--- src/rtl/expr_lane_pipe_if.sv ---
// rtl/expr_lane_pipe_if.sv - operand/result handshake bundle for expr_lane_pipe
//
// Purpose: groups the request channel (in_valid/in_ready, op, sgn, a, b) and
// the response channel (out_valid/out_ready, y, ovf) of one expr_lane_pipe.
// Ports (signals):
//   in_valid, in_ready      request handshake
//   op[2:0], sgn            operator select, signed interpretation
//   a, b [LANES*WIDTH]      packed per-lane operands
//   out_valid, out_ready    response handshake
//   y [LANES*OUT_W]         packed per-lane results
//   ovf [LANES]             per-lane overflow flags
// Modports: master = producer/consumer harness, slave = the pipeline.

interface expr_lane_pipe_if #(
   parameter int WIDTH = 6,
   parameter int LANES = 4,
   parameter int OUT_W = 8
);
   logic                     in_valid;
   logic                     in_ready;
   logic [2:0]               op;
   logic                     sgn;
   logic [LANES*WIDTH-1:0]   a;
   logic [LANES*WIDTH-1:0]   b;
   logic                     out_valid;
   logic                     out_ready;
   logic [LANES*OUT_W-1:0]   y;
   logic [LANES-1:0]         ovf;

   modport master (
      output in_valid, op, sgn, a, b, out_ready,
      input  in_ready, out_valid, y, ovf
   );

   modport slave (
      input  in_valid, op, sgn, a, b, out_ready,
      output in_ready, out_valid, y, ovf
   );
endinterface

--- src/rtl/expr_lane_pipe.sv ---
// rtl/expr_lane_pipe.sv - two-stage per-lane mixed-signedness expression pipeline
//
// Purpose: evaluates one operator on LANES independent operand pairs per
// transaction. S1 registers op/sgn and operands extended to OUT_W bits;
// S2 computes each lane and registers y/ovf/out_valid.
// Ports:
//   clk     rising-edge clock
//   reset   synchronous, active-high reset (clears valids, y and ovf)
//   bus     expr_lane_pipe_if slave: request and response handshakes
// Parameters: WIDTH operand width, LANES lane count, OUT_W result width
// (OUT_W >= WIDTH), SAT 1 = add/sub/mul clamp, 0 = wrap.

module expr_lane_pipe #(
   parameter int WIDTH = 6,
   parameter int LANES = 4,
   parameter int OUT_W = 8,
   parameter bit SAT   = 1'b0
) (
   input  logic            clk,
   input  logic            reset,
   expr_lane_pipe_if.slave bus
);
   // Wide enough for the exact product of two (OUT_W+1)-bit signed values,
   // so zero-extended unsigned operands never appear negative.
   localparam int FW = 2*OUT_W + 2;

   logic                   stall;
   logic                   s1_valid;
   logic [2:0]             s1_op;
   logic                   s1_sgn;
   logic [OUT_W-1:0]       s1_a [LANES];
   logic [OUT_W-1:0]       s1_b [LANES];
   logic [OUT_W-1:0]       a_ext [LANES];
   logic [OUT_W-1:0]       b_ext [LANES];
   logic [OUT_W:0]         res [LANES];
   logic                   out_valid_q;
   logic [LANES*OUT_W-1:0] y_q;
   logic [LANES*OUT_W-1:0] y_nxt;
   logic [LANES-1:0]       ovf_q;
   logic [LANES-1:0]       ovf_nxt;

   // Returns {ovf, y} for one lane from the already-extended operands.
   function automatic logic [OUT_W:0] lane_eval(
      input logic [2:0]       o,
      input logic             s,
      input logic [OUT_W-1:0] ea,
      input logic [OUT_W-1:0] eb
   );
      logic signed [FW-1:0] xa;
      logic signed [FW-1:0] xb;
      logic signed [FW-1:0] r;
      logic signed [FW-1:0] lo;
      logic signed [FW-1:0] hi;
      logic [OUT_W-1:0]     yl;
      logic [OUT_W-1:0]     back;
      logic                 ol;

      r    = '0;
      yl   = '0;
      back = '0;
      ol   = 1'b0;
      if (s) begin
         xa = FW'($signed(ea));
         xb = FW'($signed(eb));
         lo = {{(FW-OUT_W+1){1'b1}}, {(OUT_W-1){1'b0}}};
         hi = {{(FW-OUT_W+1){1'b0}}, {(OUT_W-1){1'b1}}};
      end else begin
         xa = FW'(ea);
         xb = FW'(eb);
         lo = '0;
         hi = {{(FW-OUT_W){1'b0}}, {OUT_W{1'b1}}};
      end

      case (o)
         3'd0, 3'd1, 3'd2: begin
            if (o == 3'd0)      r = xa + xb;
            else if (o == 3'd1) r = xa - xb;
            else                r = xa * xb;
            ol = (r < lo) || (r > hi);
            yl = r[OUT_W-1:0];
            if (SAT) begin
               if (r < lo)      yl = lo[OUT_W-1:0];
               else if (r > hi) yl = hi[OUT_W-1:0];
            end
         end
         3'd3: begin
            // Overflow iff shifting the result back does not restore the
            // operand: the lost bits were not all equal to the refill value.
            yl = ea << eb;
            if (s) back = $unsigned($signed(yl) >>> eb);
            else   back = yl >> eb;
            ol = (back != ea);
         end
         3'd4: begin
            if (s) yl = $unsigned($signed(ea) >>> eb);
            else   yl = ea >> eb;
         end
         3'd5: begin
            if (s) yl = {{(OUT_W-1){1'b0}}, ($signed(ea) < $signed(eb))};
            else   yl = {{(OUT_W-1){1'b0}}, (ea < eb)};
         end
         3'd6: yl = {{(OUT_W-1){1'b0}}, (ea == eb)};
         default: yl = {{(OUT_W-1){1'b0}}, ~^(ea ^ eb)};
      endcase
      return {ol, yl};
   endfunction

   assign stall         = out_valid_q & ~bus.out_ready;
   assign bus.in_ready  = ~stall;
   assign bus.out_valid = out_valid_q;
   assign bus.y         = y_q;
   assign bus.ovf       = ovf_q;

   always_comb begin
      for (int i = 0; i < LANES; i++) begin
         if (bus.sgn) begin
            a_ext[i] = OUT_W'($signed(bus.a[i*WIDTH +: WIDTH]));
            b_ext[i] = OUT_W'($signed(bus.b[i*WIDTH +: WIDTH]));
         end else begin
            a_ext[i] = OUT_W'(bus.a[i*WIDTH +: WIDTH]);
            b_ext[i] = OUT_W'(bus.b[i*WIDTH +: WIDTH]);
         end
      end
   end

   always_comb begin
      y_nxt   = '0;
      ovf_nxt = '0;
      for (int i = 0; i < LANES; i++) begin
         res[i]                    = lane_eval(s1_op, s1_sgn, s1_a[i], s1_b[i]);
         y_nxt[i*OUT_W +: OUT_W]   = res[i][OUT_W-1:0];
         ovf_nxt[i]                = res[i][OUT_W];
      end
   end

   // Both stages advance together; a stall freezes everything so y/ovf
   // stay stable and no accepted transaction is overwritten.
   always_ff @(posedge clk) begin
      if (reset) begin
         s1_valid    <= 1'b0;
         s1_op       <= '0;
         s1_sgn      <= 1'b0;
         out_valid_q <= 1'b0;
         y_q         <= '0;
         ovf_q       <= '0;
         for (int i = 0; i < LANES; i++) begin
            s1_a[i] <= '0;
            s1_b[i] <= '0;
         end
      end else if (!stall) begin
         s1_valid    <= bus.in_valid;
         s1_op       <= bus.op;
         s1_sgn      <= bus.sgn;
         for (int i = 0; i < LANES; i++) begin
            s1_a[i] <= a_ext[i];
            s1_b[i] <= b_ext[i];
         end
         out_valid_q <= s1_valid;
         if (s1_valid) begin
            y_q   <= y_nxt;
            ovf_q <= ovf_nxt;
         end
      end
   end
endmodule

--- src/flat_wrapper.sv ---
// flat-port wrapper written by rule: the top's interface ports become plain ports
module expr_lane_pipe_flat 
#(
   parameter int WIDTH = 6,
   parameter int LANES = 4,
   parameter int OUT_W = 8,
   parameter bit SAT   = 1'b0
)
  (clk, reset, bus_in_valid, bus_op, bus_sgn, bus_a, bus_b, bus_out_ready, bus_in_ready, bus_out_valid, bus_y, bus_ovf);
  expr_lane_pipe_if #(.WIDTH(WIDTH), .LANES(LANES), .OUT_W(OUT_W)) bus_i ();
  input  logic clk;
  input  logic reset;
  input wire logic [$bits(bus_i.in_valid)-1:0] bus_in_valid;
  input wire logic [$bits(bus_i.op)-1:0] bus_op;
  input wire logic [$bits(bus_i.sgn)-1:0] bus_sgn;
  input wire logic [$bits(bus_i.a)-1:0] bus_a;
  input wire logic [$bits(bus_i.b)-1:0] bus_b;
  input wire logic [$bits(bus_i.out_ready)-1:0] bus_out_ready;
  output wire logic [$bits(bus_i.in_ready)-1:0] bus_in_ready;
  output wire logic [$bits(bus_i.out_valid)-1:0] bus_out_valid;
  output wire logic [$bits(bus_i.y)-1:0] bus_y;
  output wire logic [$bits(bus_i.ovf)-1:0] bus_ovf;
  assign bus_i.in_valid = bus_in_valid;
  assign bus_i.op = bus_op;
  assign bus_i.sgn = bus_sgn;
  assign bus_i.a = bus_a;
  assign bus_i.b = bus_b;
  assign bus_i.out_ready = bus_out_ready;
  assign bus_in_ready = bus_i.in_ready;
  assign bus_out_valid = bus_i.out_valid;
  assign bus_y = bus_i.y;
  assign bus_ovf = bus_i.ovf;
  expr_lane_pipe #(.WIDTH(WIDTH), .LANES(LANES), .OUT_W(OUT_W), .SAT(SAT)) u_core (.clk(clk), .reset(reset), .bus(bus_i));
endmodule
--- config.mk ---
export PLATFORM = sky130hd
export DESIGN_NAME = expr_lane_pipe_flat
export DESIGN_NICKNAME = d
export VERILOG_FILES = /design/src/rtl/expr_lane_pipe_if.sv /design/src/rtl/expr_lane_pipe.sv /design/src/flat_wrapper.sv
export SDC_FILE = /design/constraint.sdc
export NUM_CORES = 2
export LEC_CHECK = 0
export BUFFER_PORTS_ARGS = -buffer_cell sky130_fd_sc_hd__buf_4
export CAP_MARGIN = 30
export CORE_MARGIN = 10
export CORE_UTILIZATION = 45
export CTS_CLUSTER_SIZE = 40
export DETAILED_ROUTE_END_ITERATION = 6
export PLACE_DENSITY_LB_ADDON = 0.05
export SLEW_MARGIN = 10
export SYNTH_ARGS = -nofsm -noshare
export SYNTH_HDL_FRONTEND = slang
export SYNTH_SLANG_ARGS = --single-unit
--- constraint.sdc ---
create_clock -name clk -period 8.9 [get_ports clk]
set_clock_uncertainty 0.15 [all_clocks]
set_input_delay 1.335 -clock clk [delete_from_list [all_inputs] [get_ports clk]]
set_output_delay 1.335 -clock clk [all_outputs]
set_load 0.005 [all_outputs]
Word-level counts from Yosys, hierarchy flattened
Memories as Yosys holds them, arrays and structs flattened.
Index checks and enable logic that the tools add are counted.

operators by class
  add/sub/neg operators = 8
  multiply operators = 4
  div/mod/pow operators = 0
  magnitude comparators = 16
  equal/unequal tests = 14
  shifts and indexed selects = 20
  mux-type cells = 67
  bitwise gates (word level) = 15
  reduce and logical (&&, ||, !) cells = 11

operator list
  kind                count
  $mux 18             21
  $mux 8              29
  $pmux 8 s5          4
  $add 18x18->18      4
  $gt 18x9->1         4
  $lt 18x18->1        4
  $mul 18x18->18      4
  $sub 18x18->18      4
  $lt 8x8->1          8
  $shr 8x8->8         8
  $sshr 8x8->8        8
  $eq 8x8->1          4
  $ne 8x8->1          4
  $reduce_xnor 8->1   4
  $shl 8x8->8         4
  $xor 8x8->8         4
  $eq 3x3->1 const B  3
  $mux 1              9
  $or 1x1->1          8
  $pmux 1 s2          4
  $eq 3x2->1 const B  2
  $logic_or 1x1->1    4
  $eq 3x1->1 const B  1
  $logic_not 3->1     1
  other kinds (4)     5

storage, ports and cells
  register bits after elaboration = 42
  bits in latches = 0
  bits in writable memories = 64
  memory bits (read-only) = 0
  bits of input ports = 56
  output and inout port bits = 38
  logic and storage cells = 163
  memories kept = 2

memories
  memory       words  bits a word  rd ports  clocked after memory_dff  write ports  RTL line              text
  u_core.s1_a  4      8            4         0                         4            expr_lane_pipe.sv:31  logic [OUT_W-1:0] s1_a [LANES];
  u_core.s1_b  4      8            4         0                         4            expr_lane_pipe.sv:32  logic [OUT_W-1:0] s1_b [LANES];

Longest topological paths before layout
An unclocked memory read counts as a cell.

  depth in word-level cells = 9
  mapped depth = 38
  gate-level depth less buffers = 33

Worst setup path after synthesis
OpenSTA, ideal clock, no wires.

  path type = register to register
  start = reg u_core.s1_sgn
  end = reg u_core.ovf_q[1], in the netlist u_core.bus.ovf[1]
  library setup time = 117 ps
  arrival time = 9,113 ps
  data required time = 8,633 ps
  setup slack = -480 ps
  cell stages (with the launch flop) = 33
  path buffers = 4
  clock period less this slack = 9,380 ps
  cells stage by stage = dfxtp_1 buf_2 inv_1 clkbuf_1 buf_1 clkbuf_1 nor2_1 fa_1 fa_1 ha_1 fa_1 inv_1 fa_1 fa_1 inv_1 ha_1 o21ai_0 nand2b_1 a31oi_1 o21a_1 o21ai_0 xnor2_1 a21oi_1 ha_1 nand2b_1 nor2_1 nor2_1 a21oi_1 a21oi_1 nand2_1 or4_1 or4b_1 a32o_1

between the ends
  word-level cells in the longest chain between the ends = 8
  elaborated cells on any way between the ends = 17
  those cells by class = add/sub: 2; mul: 1; order compare: 2; eq/ne: 1; mux: 10; reduce/logical: 1

RTL lines
  item                                              RTL line                                    text
  start, declared                                   expr_lane_pipe.sv:30                        logic s1_sgn;
  start signal, assigned                            expr_lane_pipe.sv:153                       s1_sgn <= bus.sgn;
  $mux 18                                           expr_lane_pipe.sv:62                        if (s) begin
  $mul 18x18->18 or $sub 18x18->18 (tied branches)  expr_lane_pipe.sv:78, expr_lane_pipe.sv:77
  $mux 18                                           expr_lane_pipe.sv:77                        else if (o == 3'd1) r = xa - xb;
  $mux 18                                           expr_lane_pipe.sv:76                        if (o == 3'd0) r = xa + xb;
  $mux 18                                           expr_lane_pipe.sv:74                        case (o)
  $lt 18x18->1 or $gt 18x9->1 (tied branches)       expr_lane_pipe.sv:79                        ol = (r < lo) || (r > hi);
  $logic_or 1x1->1                                  expr_lane_pipe.sv:79
  $pmux 1 s2 (*)                                    expr_lane_pipe.sv:74
  end signal, assigned                              expr_lane_pipe.sv:161                       ovf_q <= ovf_nxt;
  end, declared                                     expr_lane_pipe.sv:39                        logic [LANES-1:0] ovf_q;

Mark *: on every way between the ends. The rest lies on a longest branch, timed or not. The select of a mux whose other input is x is not followed.
A chain may end at the register's enable or synchronous reset.

Final worst setup path
  start = reg u_core.s1_sgn
  end = reg u_core.ovf_q[2], in the netlist u_core.bus.ovf[2]

The elaborated chain is that of the path after synthesis.

==> summary by stage <==
Finish
The finished cells cover 0.0315 sq mm. The most common cell after layout, fill and taps aside is inv_1. The antenna diode instance count is 0. The library cells used most frequently in the layout, excluding fill and tap cells, are inv_1, ha_1, fa_1. The final layout contains 4448 nets.

The filler cells instantiated in the layout total around 6500. The relative area change from synthesis to final layout is 6.71%. Cells with a size suffix above 1 make up between 6 and 7% of the layout.

Routing
The via density per instance is ~5.8. The routed length per placed instance is 21.9 microns. The total detailed-routing wirelength is 98.3 mm.

The residual antenna-violating net count after detailed routing is 0. Before antenna repair, the detailed router went through 5 iterations. The iteration-0 DRC count of the detailed router is 2097.

Summing over every cut layer, the via total after detailed routing is 26200. In the routed design, unresolved DRC markers number 0.

Synth
For this run, the register share of the synthesized area comes to 8.54%. Of all flip-flops after synthesis, the portion carrying an async set or reset was 0%. Yosys mapped the design onto 93 distinct sky130hd cell types. The area fraction of the dominant cell type after synthesis is 24.3%. In the post-synthesis netlist, the biggest area contributors are fa_1, ha_1, inv_1.

The synthesized area per cell is 8.13 sq um. Summing every instance area after synthesis gives 0.0295 sq mm. The largest total area in the synthesized netlist belongs to fa_1.

Synthesis handed over a netlist of 3633 instances. For this run, the leading register cell type out of synthesis is edfxtp_1. The total nets after synthesis is approximately 4400. The number of flip-flops and latches in the synthesized netlist is 98. Counting flops with a built-in enable in the synthesized netlist gives 56. Yosys printed 0 warnings.

CTS
The TritonCTS clock tree is done. The post-cts hold buffer count is 0. The clock insertion delay at the later pin of the skew report is 0.40 ns. Counting along the longest clock path gives a buffer depth of 2. The number of clock buffers added by TritonCTS is 9. Gates resized during post-CTS repair numbered 0.

The tree is rooted in a clkbuf_16. After clock tree synthesis, the clock-pin slew on the worst setup and hold paths is ~0.090 ns. Buffers added to address setup during post-CTS repair amount to 0.

Clock tree synthesis found a total of 98 sinks. The H-tree depth reported by CTS is 3.

Timing
The fraction of the cycle the final worst path needs is between 90% and 100%. The transition time of the tightest slew-check pin is approximately 1 ns. The count of endpoints failing setup in the final report is 0.

Headroom to the max-slew limit came out at between 30% and 40%. The total count of hold-check failures in the final report is 0. In the final timing run, aggregate negative setup slack is 0 ns. The post-route minimum period is 8.33 ns.

Setup repair after global routing left no endpoint under its margin. The count of pins over their slew limit is 0. The highest attainable clock frequency is 120 MHz.

Place
Summing all placed instances gives a cell area of 0.0312 sq mm. Once detailed placement completed, the half-perimeter wirelength came to between 70 and 80 mm. The count of input and output buffers is 93. Routability-driven placement finished with a final weighted congestion of 0.921.

Critical path
The worst setup path is captured at a flop. For the worst flop-to-flop path, the logic depth is 27. The top fanout value on the critical path is 11. At the worst endpoint, the required time is 9.06 ns. The type of element launching the critical path is a flop. The worst register-to-register path has a setup slack of 0.57 ns. The cell with the largest stage delay on the worst path is o41ai_1. The path type of the worst setup path is reg -> reg. For the worst setup path, the data arrival time is 8.49 ns. The worst register-to-register path ends at u_core.bus.ovf[2]. The worst reg2reg path startpoint is u_core.s1_sgn.

The maximum cell stage delay along the critical path is 0.59 ns. Counting stages on the worst path, the most repeated cell is fa_1.

Run
The tool flagged a number of max-cap violations equal to 0.

Worst hold path
The hold-critical path endpoint is u_core.bus.ovf[3]. The worst hold path belongs to the class reg -> reg. The worst hold path was traced through 2 stages. The start point of the worst hold path is u_core.bus.ovf[3].

Run status
The run finished with clean final reports.

Pwr
The power per standard cell area is 82.5 mW/mm^2. The static leakage is 0.0157 uW. The maximum vdd ir drop is 0.104 mV.

Floorplanning
The chip height is between 200 and 300 microns. During I/O placement, the number of pins put on the boundary was 94. The die area is 0.0763 sq mm. The die is roughly 280 microns wide.

In this run the core area contains 93 standard-cell rows. The initial utilization of the core area, before any placement, comes to 45.7%. The area of the core region is between 0.06 and 0.07 sq mm.

GRT
The number of global-route vias before repair is 26500. Global routing consumed, over all layers together, 25.2% of the routing resources. The first global-routing pass estimated 154 mm of wire.

The initial antenna violation count was 5. For this run the aggregate overflow at the end of global routing stands at 0. Entering global routing, the biggest net connects 66 pins.
## stage by stage
stage                     power, uW  setup WS, ns  hold slack, ns  instances  utilization, %
after floorplan                1640         0.235           0.298       3633               -
after global placement         2110         0.726           0.306       4475            48.2
after detailed placement       2130         0.565           0.314       4475            48.2
after CTS                      2600         0.529           0.333       4491            48.7
after global routing           2810        0.0241           0.349       4492            48.7
final                          2600         0.571           0.327       4492            48.7
## cell usage after synthesis, types with 42 or more instances
cell type and instances:
a21oi_1 173, a31oi_1 51, and2_1 88, and3_1 73, clkbuf_1 144, dfxtp_1 42
edfxtp_1 56, fa_1 358, ha_1 402, inv_1 608, mux2i_1 48, nand2_1 266
nand3_1 58, nor2_1 283, nor3_1 70, o21ai_0 171, xnor2_1 109
## power by group
group          internal (uW)  total [uW]  switching (uW)
logic                    592        1570             976
registers                514         577            63.7
clock network            237         457             219
## worst max-delay path, delay by kind of cell, from the launching register on
family	cells	cell delay [ns]
buf+inv	6	0.61
fa+ha+maj	8	3.39
xor+xnor	1	0.28
compound gates	8	2.23
flops	1	0.56
simple gates	4	0.99
## metal layers
layer	part of all wire [%]	up-vias	GRT usage, %	wire, microns
li1	-	12200	-	-
met1	46	12900	35.2	45000
met2	45	921	39.8	44500
met3	6.7	122	3.85	6590
met4	2.3	4	6.81	2230
met5	0.021	-	0	21
## worst max-delay path by stage
stage                  start                end  slack, ns  cells past startpoint
3_5_place_dp   u_core.s1_sgn  u_core.bus.ovf[1]       0.57                     29
4_1_cts        u_core.s1_sgn  u_core.bus.ovf[1]       0.53                     29
6_report       u_core.s1_sgn  u_core.bus.ovf[2]       0.57                     27
2_1_floorplan  u_core.s1_sgn  u_core.bus.ovf[1]       0.23                     32
5_1_grt        u_core.s1_sgn  u_core.bus.ovf[2]       0.02                     27
3_3_place_gp   u_core.s1_sgn  u_core.bus.ovf[1]       0.73                     29
## cell families after synthesis
family          after synthesis  share of synthesized area, %
compound gates              760                          16.9
xor+xnor                    143                          4.24
fa+ha+maj                   760                          41.3
buf+inv                     809                          10.5
flops                        98                          8.54
mux                          60                          2.25
simple gates               1003                          16.3
## flip-flops by register name (all words and copies together) (netlist names)
| signal | cells |
|---|---|
| u_core.bus.ovf | 4 |
| u_core.s1_a | 28 |
| u_core.s1_valid | 1 |
| u_core.bus.y | 32 |
| u_core.s1_b | 28 |
| u_core.s1_sgn | 1 |
| u_core.bus.out_valid | 1 |
| u_core.s1_op | 3 |
## final cells by class
cell class	instances	area [sq um]	share of cell area [%]
well taps	855	1070	3.39
multi-input cells	2726	24000	76.0
inverters	621	2330	7.39
flip-flops and latches	98	2530	8.01
clock inverters	3	45.0	0.143
clock buffers	13	262	0.829
repair buffers	176	1350	4.27
Power figures use the tool's default switching activity.
